File: config.mk
export PLATFORM = sky130hd
export DESIGN_NAME = shift_seq_ctrl
export DESIGN_NICKNAME = d
export VERILOG_FILES = /design/src/rtl/shift_ctrl_pkg.sv /design/src/rtl/shift_cnt.sv /design/src/rtl/shift_seq_ctrl.sv
export SDC_FILE = /design/constraint.sdc
export NUM_CORES = 1
export LEC_CHECK = 0
export BUFFER_PORTS_ARGS = -buffer_cell sky130_fd_sc_hd__buf_2
export CAP_MARGIN = 40
export CORE_UTILIZATION = 45
export DETAILED_ROUTE_END_ITERATION = 8
export PLACE_DENSITY_LB_ADDON = 0.25
export SKIP_LAST_GASP = 1
export SYNTH_ARGS = -nofsm -noshare
export SYNTH_HDL_FRONTEND = slang
export SYNTH_SLANG_ARGS = --single-unit
File: constraint.sdc
create_clock -name clk -period 1.85 [get_ports clk]
set_input_delay 0.37 -clock clk [delete_from_list [all_inputs] [get_ports clk]]
set_output_delay 0.37 -clock clk [all_outputs]
set_load 0.02 [all_outputs]
File: src/rtl/shift_ctrl_pkg.sv
// Shared types and constants for the shift-register sequencer.
package shift_ctrl_pkg;

  // Sequencer states: one load cycle, N shift cycles, one done cycle.
  typedef enum logic [1:0] {
    IDLE  = 2'd0,
    LOAD  = 2'd1,
    SHIFT = 2'd2,
    DONE  = 2'd3
  } state_e;

  // Shift direction encodings as seen on sr_dir.
  localparam logic DIR_MSB = 1'b0;  // ser_in enters bit 0, data moves toward MSB
  localparam logic DIR_LSB = 1'b1;  // ser_in enters bit WIDTH-1, data moves toward LSB

  localparam int DEFAULT_WIDTH = 8;

endpackage

File: src/rtl/shift_cnt.sv
// Loadable down-counter with zero flag; counts the remaining shift pulses.
module shift_cnt #(
  parameter int CNT_W = 4
) (
  input  logic             clk,
  input  logic             rst,
  input  logic             load,
  input  logic [CNT_W-1:0] load_val,
  input  logic             dec,
  output logic [CNT_W-1:0] count,
  output logic             zero
);

  logic [CNT_W-1:0] cnt_q;
  logic [CNT_W-1:0] cnt_d;

  // Next count: load wins over decrement; decrement saturates at zero.
  always_comb begin
    cnt_d = cnt_q;
    if (load) begin
      cnt_d = load_val;
    end else if (dec && (cnt_q != '0)) begin
      cnt_d = cnt_q - CNT_W'(1);
    end
  end

  // Counter register.
  always_ff @(posedge clk or posedge rst) begin
    if (rst) begin
      cnt_q <= '0;
    end else begin
      cnt_q <= cnt_d;
    end
  end

  assign count = cnt_q;
  assign zero  = (cnt_q == '0);

endmodule

File: src/rtl/shift_seq_ctrl.sv
// Command sequencer for an 8-bit load/shift register: one load cycle,
// then N shift pulses, then a one-cycle done pulse.
// Optional feature: define SHIFT_SEQ_ROTATE_EN to feed the bit leaving the
// register back into ser_in (rotate) instead of the command's fill bit.
module shift_seq_ctrl
  import shift_ctrl_pkg::*;
#(
  parameter int WIDTH = DEFAULT_WIDTH,
  parameter int CNT_W = $clog2(WIDTH + 1)
) (
  input  logic             clk,
  input  logic             rst,
  input  logic             cmd_valid,
  output logic             cmd_ready,
  input  logic [WIDTH-1:0] cmd_data,
  input  logic             cmd_dir,
  input  logic [CNT_W-1:0] cmd_count,
  input  logic             cmd_fill,
  input  logic             abort,
  input  logic [WIDTH-1:0] sr_q,
  output logic             sr_load,
  output logic             sr_shift,
  output logic             sr_dir,
  output logic [WIDTH-1:0] sr_data,
  output logic             sr_ser_in,
  output logic             busy,
  output logic             done,
  output logic             aborted
);

  state_e           state_q, state_d;
  logic             sr_load_q, sr_load_d;
  logic             sr_shift_q, sr_shift_d;
  logic             sr_dir_q, sr_dir_d;
  logic [WIDTH-1:0] sr_data_q, sr_data_d;
  logic             done_q, done_d;
  logic             aborted_q, aborted_d;

  logic             cnt_load;
  logic [CNT_W-1:0] cnt_load_val;
  logic             cnt_dec;
  logic [CNT_W-1:0] cnt_val;
  logic             cnt_zero;

  logic             accept;
  logic [CNT_W-1:0] count_clamped;
  logic             fill_bit;

  assign accept        = cmd_valid && (state_q == IDLE);
  assign count_clamped = (cmd_count > CNT_W'(WIDTH)) ? CNT_W'(WIDTH) : cmd_count;

`ifdef SHIFT_SEQ_ROTATE_EN
  // Fill bit is not used when rotating; the leaving bit re-enters instead.
  logic unused_fill;
  assign unused_fill = cmd_fill;
  assign fill_bit    = 1'b0;
  assign sr_ser_in   = (state_q == SHIFT) ? (sr_dir_q ? sr_q[0] : sr_q[WIDTH-1]) : 1'b0;
`else
  logic fill_q, fill_d;
  logic ser_in_q, ser_in_d;
  logic unused_sr_q;
  assign unused_sr_q = ^sr_q;
  assign fill_bit    = fill_q;
  assign sr_ser_in   = ser_in_q;

  // Captured fill bit and registered serial input.
  always_ff @(posedge clk or posedge rst) begin
    if (rst) begin
      fill_q   <= 1'b0;
      ser_in_q <= 1'b0;
    end else begin
      fill_q   <= fill_d;
      ser_in_q <= ser_in_d;
    end
  end

  // Fill is captured on accept; ser_in follows it only while shifting.
  always_comb begin
    fill_d   = accept ? cmd_fill : fill_q;
    ser_in_d = (state_d == SHIFT) ? fill_q : 1'b0;
  end
`endif

  shift_cnt #(.CNT_W(CNT_W)) u_cnt (
    .clk      (clk),
    .rst      (rst),
    .load     (cnt_load),
    .load_val (cnt_load_val),
    .dec      (cnt_dec),
    .count    (cnt_val),
    .zero     (cnt_zero)
  );

  // Next state and registered strobes; strobes are computed for the state being entered.
  always_comb begin
    state_d      = state_q;
    sr_load_d    = 1'b0;
    sr_shift_d   = 1'b0;
    sr_dir_d     = sr_dir_q;
    sr_data_d    = sr_data_q;
    done_d       = 1'b0;
    aborted_d    = 1'b0;
    cnt_load     = 1'b0;
    cnt_load_val = '0;
    cnt_dec      = 1'b0;
    case (state_q)
      IDLE: begin
        if (accept) begin
          state_d      = LOAD;
          sr_load_d    = 1'b1;
          sr_data_d    = cmd_data;
          sr_dir_d     = cmd_dir;
          cnt_load     = 1'b1;
          cnt_load_val = count_clamped;
        end
      end
      LOAD: begin
        if (abort) begin
          state_d   = DONE;
          done_d    = 1'b1;
          aborted_d = 1'b1;
          cnt_load  = 1'b1;
        end else if (cnt_zero) begin
          state_d = DONE;
          done_d  = 1'b1;
        end else begin
          state_d    = SHIFT;
          sr_shift_d = 1'b1;
        end
      end
      SHIFT: begin
        cnt_dec = 1'b1;
        if (abort) begin
          state_d   = DONE;
          done_d    = 1'b1;
          aborted_d = 1'b1;
          cnt_load  = 1'b1;
        end else if (cnt_val == CNT_W'(1)) begin
          // This cycle carries the last shift pulse.
          state_d = DONE;
          done_d  = 1'b1;
        end else begin
          sr_shift_d = 1'b1;
        end
      end
      DONE: begin
        state_d = IDLE;
      end
      default: begin
        state_d = IDLE;
      end
    endcase
  end

  // State and registered output flops.
  always_ff @(posedge clk or posedge rst) begin
    if (rst) begin
      state_q    <= IDLE;
      sr_load_q  <= 1'b0;
      sr_shift_q <= 1'b0;
      sr_dir_q   <= DIR_MSB;
      sr_data_q  <= '0;
      done_q     <= 1'b0;
      aborted_q  <= 1'b0;
    end else begin
      state_q    <= state_d;
      sr_load_q  <= sr_load_d;
      sr_shift_q <= sr_shift_d;
      sr_dir_q   <= sr_dir_d;
      sr_data_q  <= sr_data_d;
      done_q     <= done_d;
      aborted_q  <= aborted_d;
    end
  end

  assign cmd_ready = (state_q == IDLE);
  assign busy      = (state_q != IDLE);
  assign sr_load   = sr_load_q;
  assign sr_shift  = sr_shift_q;
  assign sr_dir    = sr_dir_q;
  assign sr_data   = sr_data_q;
  assign done      = done_q;
  assign aborted   = aborted_q;

  // fill_bit only carries meaning in the non-rotating build.
  logic unused_fill_bit;
  assign unused_fill_bit = fill_bit;

endmodule
==> results.tsv <==
metric	value	unit
final-max-slew-violation-count	0	
rows	17	
post_cts_resized	0	
wl_per_cell	11.85	um
crit_slowest_cell	dfrtp_1	
hold_violations	0	
dr.pass1.iters	4	
vdd_drop_max	1.037	mV
worstSetupStartpointType	flop	
seq_area_frac_synth	0.5042	
syn_to_final_growth	23.65	%
power_switching	964.9	uW
pwr_density_cell	1773	nW/um^2
coreArea	2191	um^2
final_common_cell	buf_2	
path_clk_slew	0.11	ns
grt_pass1_vias	753	
clockRootBuffer	clkbuf_4	
worstSetupEndpointType	flop	
finalPower	2285	uW
initialDrtViolationCount	2	
insertion_delay	0.29	ns
final_nets	165	
cp_max_fo	6	
die_y	50.13	um
drt_wl_total	1872	um
min_period_over_period	0.9189	
crit_chain	inv_1 > ha_1 > nand2_2 > nor3b_1 > o22ai_1 > a222oi_1	
power_frac_comb	0.569	
hpwl	1501	um
cts_sinks	21	
cp.arrival	1.89	ns
clock_skew	0.0008049	ns
outcome	finished clean	
seqPwrFrac	0.339	
crit_family	compound AO/OA/AOI/OAI gates	
hold_class	in -> async	
rsz0062_at_grt	no	
final_cell_mix	buf_2 (33), dfrtp_1 (21), inv_1 (12), mux2_2 (10), ha_1 (8)	
start_util	0.4757	
die_area	2513	um^2
clkPwrFrac	0.092	
numCtsBuffers	3	
max_stage_delay	0.42	ns
cap_violations	0	
grtUsageTotal	0.1642	
die_w	50.13	um
finalSetupTns	0	ns
yosysWarnings	0	
met1_usage	0.1886	
switching_share	0.4222	
synthCells	91	
worst-setup-path-type	reg -> reg	
cts_max_path_buffers	2	
cts_hold_buf	0	
place_congestion	0.7805	
grt_pass1_wl	3146	um
cp.required	2.04	ns
grt_max_degree	22	
num_vias	794	
fillers	209	
intPower	1320	uW
port_buffers	33	
insertedDiodeCount	0	
io_pins	42	
finalCriticalPeriod	1.700	ns
htree_levels	1	
leakagePower	0.0006538	uW
yosysUniqueCellTypes	29	
use_met2	0.3067	
avgSynthCellArea	11.45	um^2
ys_ff_latch	21	
max_clock_freq	588.3	MHz
path_buf_inv	1	
syn-cell-area	1042	um^2
antenna_found_initial	0	
antenna_left	0	
grt.busiest_layer	met2	
slew_headroom	0.7014	
drive_gt1_frac	0.4308	
drc	0	
overflow	0	
tightestPinTransition	0.4470	ns
met3_usage	0.01852	
viasPerCell	5.025	
cts_tree	yes	
setup_violations	0	
synth_nets	125	
state kept, by name (all words and copies together), names as in the netlist:
name / flops
fill_bit: 1
state_q: 2
sr_load: 1
sr_data: 8
done: 1
u_cnt.count: 4
sr_shift: 1
sr_ser_in: 1
aborted: 1
sr_dir: 1
cell families after synthesis:
group | count (synthesis) | share of synthesized area
AO/OA/AOI/OAI | 17 | 0.1225
flip-flops | 21 | 0.5042
buffers and inverters | 14 | 0.05282
adder cells (fa/ha/maj) | 8 | 0.09604
multiplexers | 10 | 0.1080
AND/OR/NAND/NOR | 20 | 0.1080
XOR/XNOR | 1 | 0.008405
metrics by stage:
step	hold slack (ns)	cells	setup WS, ns	instance area, um^2	util
2_1_floorplan	0.3465	91	0.1815	1042	-
3_3_place_gp	0.4086	153	0.1922	1255	0.5728
3_5_place_dp	0.4106	153	0.1238	1255	0.5728
4_1_cts	0.08532	157	0.1014	1281	0.5848
5_1_grt	0.1246	158	0.0007983	1289	0.5882
6_report	0.08306	158	0.1501	1289	0.5882
cell type report:
class | count | area [um^2] | share of cell area
well taps | 28 | 35.03 | 0.02718
multi-input cells | 56 | 461.7 | 0.3583
clock buffers | 4 | 26.28 | 0.02039
inverters | 12 | 45.04 | 0.03495
flip-flops and latches | 21 | 525.5 | 0.4078
repair buffers | 37 | 195.2 | 0.1515
power groups by stage:
| stage | Clock (uW) | Sequential [uW] | Combinational [uW] |
|---|---|---|---|
| 6_report | 210 | 775 | 1300 |
| 3_3_place_gp | 0 | 774 | 1250 |
| 4_1_cts | 220 | 776 | 1300 |
| 5_1_grt | 235 | 805 | 1430 |
| 3_5_place_dp | 0 | 784 | 1290 |
| 2_1_floorplan | 0 | 948 | 754 |
layer usage:
layer	share of wire	up-vias
li1	-	390
met1	0.42	384
met2	0.54	18
met3	0.037	2
met4	0.0069	0
met5	0	-
worst register-to-register path, cell delays in order (launching register included):
cell,delay (ns)
dfrtp_1,0.42
inv_1,0.13
ha_1,0.23
nand2_2,0.15
nor3b_1,0.24
o22ai_1,0.12
a222oi_1,0.32
Yosys cell counts, drive strengths merged:
library cell	count	share of area
inv	12	0.043
o2bb2ai	1	0.0084
nor3	3	0.014
and2	1	0.0060
a211oi	1	0.0072
nand2	5	0.023
a21oi	3	0.025
and3b	1	0.0096
xnor2	1	0.0084
nor2	2	0.0072
o221ai	1	0.0084
dfrtp	21	0.50
ha	8	0.096
nor3b	2	0.014
nand3b	1	0.0072
or2	1	0.0060
a31o	1	0.0084
o21ba	1	0.0096
o21a	1	0.0072
mux2	10	0.11
o21ai	4	0.019
o31ai	1	0.0072
buf	2	0.0096
nand2b	1	0.0060
o22ai	2	0.012
a222oi	1	0.0096
nand3	3	0.014
path summary, 6_finish.rpt:
kind,from,endpoint,slack [ns],cells past startpoint
worst max-delay path,state_q[0]$_DFF_PP0_,u_cnt.count[3]$_DFFE_PP0P_,0.15,6
worst min-delay path,rst,sr_data[6]$_DFFE_PP0P_,0.08,3
worst max register to register,state_q[0]$_DFF_PP0_,u_cnt.count[3]$_DFFE_PP0P_,0.15,6
worst min register to register,fill_bit$_DFFE_PP0P_,sr_ser_in$_DFF_PP0_,0.51,2
max in group asynchronous,rst,state_q[0]$_DFF_PP0_,1.56,3
min in group clk,cmd_data[0],sr_data[0]$_DFFE_PP0P_,0.30,2
what timing repair did:
item	4_1_cts	5_1_grt
endpoints found under the setup margin	0	1
setup buffers	0	1
endpoints found under the hold margin	0	0
(Power assumes the default switching activity.)
